===== src/rtl/fft_pkg.sv =====
// fft_pkg: shared state encoding, result tag and default sizes for the FFT modulus arbiter.
package fft_pkg;
    localparam int DEF_DATA_W    = 32;
    localparam int DEF_FRAME_LEN = 1024;
    localparam int DEF_ENG_LAT   = 3;

    typedef enum logic [1:0] {IDLE, SERVE0, SERVE1} state_t;

    typedef struct packed {
        logic chan;
        logic sop;
        logic eop;
    } tag_t;
endpackage


===== src/rtl/fft_tag_delay.sv =====
// fft_tag_delay: DEPTH-deep shift register carrying a result tag and valid alongside the engine.
module fft_tag_delay
    import fft_pkg::*;
#(
    parameter int DEPTH = DEF_ENG_LAT
) (
    input  logic i_clk,
    input  logic i_rst_n,
    input  tag_t i_tag,
    input  logic i_valid,
    output tag_t o_tag,
    output logic o_valid
);
    tag_t             r_tag [DEPTH];
    logic [DEPTH-1:0] r_valid;

    always_ff @(posedge i_clk or negedge i_rst_n) begin
        if (!i_rst_n) begin
            for (int i = 0; i < DEPTH; i++) r_tag[i] <= '0;
            r_valid <= '0;
        end else begin
            r_tag[0]   <= i_tag;
            r_valid[0] <= i_valid;
            for (int i = 1; i < DEPTH; i++) begin
                r_tag[i]   <= r_tag[i-1];
                r_valid[i] <= r_valid[i-1];
            end
        end
    end

    assign o_tag   = r_tag[DEPTH-1];
    assign o_valid = r_valid[DEPTH-1];
endmodule


===== src/rtl/fft_mod_arbiter.sv =====
// fft_mod_arbiter: frame-level round-robin sharing of one FFT modulus engine between two channels.
// Defining FFT_ARB_ERRCNT_EN adds o_err_cnt, a saturating count of frame_err pulses.
module fft_mod_arbiter
    import fft_pkg::*;
#(
    parameter int DATA_W    = DEF_DATA_W,
    parameter int FRAME_LEN = DEF_FRAME_LEN,
    parameter int ENG_LAT   = DEF_ENG_LAT
) (
    input  logic              i_clk_50m,
    input  logic              i_rst_n,
    input  logic [DATA_W-1:0] i_ch0_real,
    input  logic [DATA_W-1:0] i_ch0_imag,
    input  logic              i_ch0_sop,
    input  logic              i_ch0_eop,
    input  logic              i_ch0_valid,
    output logic              o_ch0_ready,
    input  logic [DATA_W-1:0] i_ch1_real,
    input  logic [DATA_W-1:0] i_ch1_imag,
    input  logic              i_ch1_sop,
    input  logic              i_ch1_eop,
    input  logic              i_ch1_valid,
    output logic              o_ch1_ready,
    output logic [DATA_W-1:0] o_eng_real,
    output logic [DATA_W-1:0] o_eng_imag,
    output logic              o_eng_valid,
    input  logic [DATA_W-1:0] i_eng_modulus,
    input  logic              i_eng_valid_o,
    output logic [DATA_W-1:0] o_mod_data,
    output logic              o_mod_valid,
    output logic              o_mod_sop,
    output logic              o_mod_eop,
    output logic              o_mod_chan,
`ifdef FFT_ARB_ERRCNT_EN
    output logic [15:0]       o_err_cnt,
`endif
    output logic              o_frame_err
);
    localparam int CW = $clog2(FRAME_LEN + 1);

    state_t      r_state;
    logic        r_last;
    logic [CW-1:0] r_cnt;
    tag_t        r_tag;
    tag_t        w_tag;
    tag_t        w_tag_o;
    logic        w_tvalid;
    logic        w_req0, w_req1, w_acc0, w_acc1, w_sel, w_beat, w_last, w_end, w_err, w_grant1;
    logic        w_sop, w_eop;
    logic [DATA_W-1:0] w_real, w_imag;

    assign w_req0      = i_ch0_valid & i_ch0_sop;
    assign w_req1      = i_ch1_valid & i_ch1_sop;
    // In IDLE only stray (non-SOP) beats are taken, so a request's SOP beat waits for its grant
    assign o_ch0_ready = (r_state == SERVE0) | ((r_state == IDLE) & i_ch0_valid & ~i_ch0_sop);
    assign o_ch1_ready = (r_state == SERVE1) | ((r_state == IDLE) & i_ch1_valid & ~i_ch1_sop);
    assign w_acc0      = i_ch0_valid & o_ch0_ready;
    assign w_acc1      = i_ch1_valid & o_ch1_ready;
    assign w_sel       = r_state == SERVE1;
    assign w_real      = w_sel ? i_ch1_real : i_ch0_real;
    assign w_imag      = w_sel ? i_ch1_imag : i_ch0_imag;
    assign w_sop       = w_sel ? i_ch1_sop : i_ch0_sop;
    assign w_eop       = w_sel ? i_ch1_eop : i_ch0_eop;
    assign w_beat      = ((r_state == SERVE0) & w_acc0) | ((r_state == SERVE1) & w_acc1);
    assign w_last      = r_cnt == CW'(FRAME_LEN - 1);
    assign w_end       = w_beat & (w_eop | w_last);
    assign w_err       = ((r_state == IDLE) & (w_acc0 | w_acc1))
                       | (w_beat & ((w_sop & (r_cnt != '0)) | (w_last & ~w_eop)));
    assign w_grant1    = w_req1 & (~w_req0 | ~r_last);
    assign w_tag       = w_beat ? tag_t'({w_sel, w_sop & (r_cnt == '0), w_eop | w_last}) : '0;

    always_ff @(posedge i_clk_50m or negedge i_rst_n) begin
        if (!i_rst_n) begin
            r_state     <= IDLE;
            r_last      <= 1'b1;
            r_cnt       <= '0;
            r_tag       <= '0;
            o_eng_real  <= '0;
            o_eng_imag  <= '0;
            o_eng_valid <= 1'b0;
            o_frame_err <= 1'b0;
        end else begin
            o_frame_err <= w_err;
            o_eng_valid <= w_beat;
            r_tag       <= w_tag;
            if (w_beat) begin
                o_eng_real <= w_real;
                o_eng_imag <= w_imag;
            end
            if (w_end) r_last <= w_sel;
            r_cnt   <= w_end ? '0 : r_cnt + CW'(w_beat);
            r_state <= (r_state == IDLE) ? ((w_req0 | w_req1) ? (w_grant1 ? SERVE1 : SERVE0) : IDLE)
                                         : (w_end ? IDLE : r_state);
        end
    end

    fft_tag_delay #(.DEPTH(ENG_LAT)) u_tag_delay (
        .i_clk   (i_clk_50m),
        .i_rst_n (i_rst_n),
        .i_tag   (r_tag),
        .i_valid (o_eng_valid),
        .o_tag   (w_tag_o),
        .o_valid (w_tvalid)
    );

    assign o_mod_data  = i_eng_modulus;
    assign o_mod_valid = i_eng_valid_o;
    assign o_mod_chan  = i_eng_valid_o & w_tvalid & w_tag_o.chan;
    assign o_mod_sop   = i_eng_valid_o & w_tvalid & w_tag_o.sop;
    assign o_mod_eop   = i_eng_valid_o & w_tvalid & w_tag_o.eop;

`ifdef FFT_ARB_ERRCNT_EN
    always_ff @(posedge i_clk_50m or negedge i_rst_n) begin
        if (!i_rst_n) o_err_cnt <= '0;
        else if (o_frame_err && o_err_cnt != 16'hFFFF) o_err_cnt <= o_err_cnt + 16'd1;
    end
`endif
endmodule

===== config.mk =====
export PLATFORM = sky130hd
export DESIGN_NAME = fft_mod_arbiter
export DESIGN_NICKNAME = d
export VERILOG_FILES = /design/src/rtl/fft_pkg.sv /design/src/rtl/fft_tag_delay.sv /design/src/rtl/fft_mod_arbiter.sv
export SDC_FILE = /design/constraint.sdc
export NUM_CORES = 1
export LEC_CHECK = 0
export CELL_PAD_IN_SITES_DETAIL_PLACEMENT = 0
export CELL_PAD_IN_SITES_GLOBAL_PLACEMENT = 1
export CORE_MARGIN = 1.5
export CORE_UTILIZATION = 29
export CTS_CLUSTER_SIZE = 25
export DETAILED_ROUTE_END_ITERATION = 7
export PLACE_DENSITY_LB_ADDON = 0.1
export SLEW_MARGIN = 20
export SYNTH_ARGS = -nofsm -noshare
export SYNTH_HDL_FRONTEND = slang
export SYNTH_SLANG_ARGS = --single-unit

===== constraint.sdc =====
create_clock -name i_clk_50m -period 7.1 [get_ports i_clk_50m]
set_clock_uncertainty 0.15 [all_clocks]
set_input_delay 0.71 -clock i_clk_50m [delete_from_list [all_inputs] [get_ports i_clk_50m]]
set_output_delay 0.71 -clock i_clk_50m [all_outputs]
set_load 0.03 [all_outputs]

==> results.md <==
- Outcome: finished clean
- Core area: 15100 um^2
- P_leak: 2.84 nW
- Reg2reg setup slack: 3.88 ns
- DR WL/cell: 15.4 um
- Cells after synthesis: 423
- Fraction of layout cells with a size suffix above 1: 0.0455
- Yosys cell types: 32
- DR pass1 iterations: 4
- R2r startpoint: r_state[1]
- DP HPWL: 9.14 mm
- Avg Inst Size Synth: 10.5 um^2
- # H-tree levels: 3
- Gpl congestion: 0.745
- Largest delay share family, worst path: simple AND/OR/NAND/NOR gates
- Max Cap Viol: 0
- Die width: 127 um
- Max frequency: 311 MHz
- Gr usage total: 0.152
- Register area share after synthesis: 0.535
- Area contributors post-synth: dfrtp_1 (53%), mux2i_1 (15%), o21ai_0 (7.4%)
- CTS Buf Count: 9
- Initial core utilization: 0.294
- Post-Layout Cell Count: 782
- CP bufs+invs: 1
- Final Hold Vio Count: 0
- Post-Place Cells: 765
- Multi-input logic area: 1680 um^2
- Sum Neg Setup Slack: 0 ns
- Crit-path slowest cell: nor2b_4
- Crit-path cells: nor2b_4, buf_4, mux2i_1, a21oi_4, o2bb2ai_1
- Post-synth top area share: 0.529
- HP Class: in2async
- RR Endpoint: r_last
- Tmin final: 3.22 ns
- Net count of the mapped netlist: 594
- Die Footprint: 16100 um^2
- Switching share of total power: 0.418
- Clock power frac: 0.177
- Net Sw Power: 1.19 mW
- Vias per cell: 4.42
- Remaining DRCs: 0
- Initial antenna violation count: 0
- Area growth from synthesis to final layout: 51.5%
- Count of pins over their slew limit: 0
- CP startpoint kind: flop
- Worst slew margin: 0.299
- Worst-path fanout max: 40
- Worst Tran Pin Value: 1.05 ns
- Flip-flop and latch area: 2380 um^2
- Global-route wire length before repair: 18.5 mm
- Most frequent cells in the layout: clkdlybuf4s50_1 (207), dfrtp_1 (94), nand2_1 (68)
- Pint: 1.65 mW
- Crit. End Element: flop
- Dpl ws: 3.27 ns
- Post-CTS Hold Fix Bufs: 0
- Fill count: 1477
- CP Launch Point: r_state[1]
- Detailed Route WL: 12.0 mm
- Seq cells post-synth: 95
- R2R cell count: 5
- Worst skew pair latency: 0.35 ns
- Pin count of the biggest net entering global routing: 132
- Clock Tree Buf Depth: 2
- Root buffer cell: clkbuf_16
- Final Total Pwr: 2.84 mW
- Crit Path Category: reg2reg
- Fin nets: 759
- Grt ovf: 0
- CTS sink cnt: 95
- Most common cell after layout, fill and taps aside: clkdlybuf4s50_1
- RSZ-0062 raised after global routing: false
- CTS tree: done
- Crit path DAT: 3.35 ns
- Clk slew on worst S/H paths: 0.07 ns
- Vias in the first global route: 3507
- Setup ws final: 3.88 ns
- Synth warn: 0
- Period utilization: 0.453
- Post-CTS setup buffers: 0
- PwrDens: 423 nW/um^2
- Peak VDD IR: 0.000250 V
- Combinational power share: 0.509
- Final setup viols: 0
- I/O Buffers: 208
- IO Count: 273
- Sequential Power Share: 0.314
- Num rows: 45
- Largest stage delay on the critical path: 0.89 ns
- Vias post-DR: 3459
- Die Ht: 127 um
- 1st-iter DRT viols: 158
- Post-Syn Area: 4440 um^2
- WP data required: 7.23 ns
- Cts repair resizes: 0
- Final ANT Viol Nets: 0
- Yosys top cell by area: dfrtp_1
[worst reg2reg max path, delay by kind of cell (launching register included)]
family,cells,cell delay [ns]
compound gates,2,0.39
buf+inv,1,0.69
flops,1,0.50
mux,1,0.52
simple gates,1,0.89
[area by class of cell]
cell class,count,share of cell area
clock buffer,9,0.0335
inverter,6,0.00335
sequential,95,0.353
tap,188,0.0349
antenna,1,0.000372
timing repair buffer,211,0.313
multi-input combinational,265,0.249
clock inverter,7,0.0128
[per-layer routing]
metal / global-route usage / vias to the layer above / share of wire
met5: 0 / - / 0
met2: 0.273 / 131 / 0.52
li1: - / 1740 / -
met1: 0.164 / 1566 / 0.38
met3: 0.0426 / 22 / 0.073
met4: 0.0749 / 0 / 0.021
[state kept, by name (all words and copies together) (netlist names)]
name and count:
o_eng_valid 1, o_frame_err 1, u_tag_delay.o_tag 3, r_tag 3, o_eng_real 32, o_eng_imag 32, r_state 2, r_cnt 11
r_last 1, u_tag_delay.r_tag 6, u_tag_delay.r_valid 3
[power groups by stage]
stage	Combinational [mW]	Clock (mW)	Sequential, mW
floorplan	0.571	0	1.24
global placement	1.46	0	0.895
detailed placement	1.47	0	0.906
CTS	1.47	0.527	0.897
global route	1.57	0.546	0.928
finish	1.45	0.504	0.894
[stage by stage]
stage               hold slack, ns   util  instance area [um^2]
floorplan                    0.181      -                  4440
global placement             0.183  0.425                  6410
detailed placement           0.188  0.425                  6410
CTS                          0.124  0.446                  6730
global route                 0.140  0.446                  6730
finish                       0.120  0.446                  6730
[worst max path at each step]
stage	endpoint	slack [ns]	cells past startpoint
finish	r_last	3.88	5
global route	r_last	3.53	5
CTS	r_cnt[8]	3.65	11
detailed placement	r_cnt[8]	3.27	11
global placement	r_cnt[10]	3.39	11
floorplan	r_cnt[10]	4.46	11
[cell usage after synthesis]
| master | instances |
|---|---|
| ha_1 | 2 |
| a21oi_1 | 4 |
| mux2i_1 | 66 |
| o21ai_0 | 66 |
| buf_2 | 12 |
| nand4_2 | 1 |
| dfstp_2 | 1 |
| a21oi_4 | 1 |
| nor2b_1 | 5 |
| buf_4 | 34 |
| or4_4 | 1 |
| clkbuf_4 | 4 |
| buf_6 | 1 |
| a221oi_1 | 1 |
| nand2_1 | 68 |
| nor2_1 | 13 |
| xor2_1 | 3 |
| and3_1 | 3 |
| nand3_1 | 8 |
| and2_1 | 1 |
| a22oi_1 | 1 |
| inv_1 | 6 |
| or2_2 | 1 |
| nor4_1 | 3 |
| xnor2_1 | 6 |
| nor3_1 | 5 |
| clkbuf_1 | 6 |
| nand4_1 | 1 |
| a31oi_1 | 3 |
| nor3b_1 | 1 |
| dfrtp_1 | 94 |
| o2bb2ai_1 | 1 |
[cells by family (layout without fill, tap and decap cells)]
family	after synthesis	in the layout	synth area share
buffers and inverters	63	233	0.0904
adders and majority gates	2	2	0.00563
muxes	66	66	0.149
other	0	1	0
AOI/OAI and AO/OA	77	77	0.0924
xor gates and xnor gates	9	9	0.0177
and+or+nand+nor	111	111	0.110
DFF	95	95	0.535
Note: power is estimated with default switching activity, not from simulation.
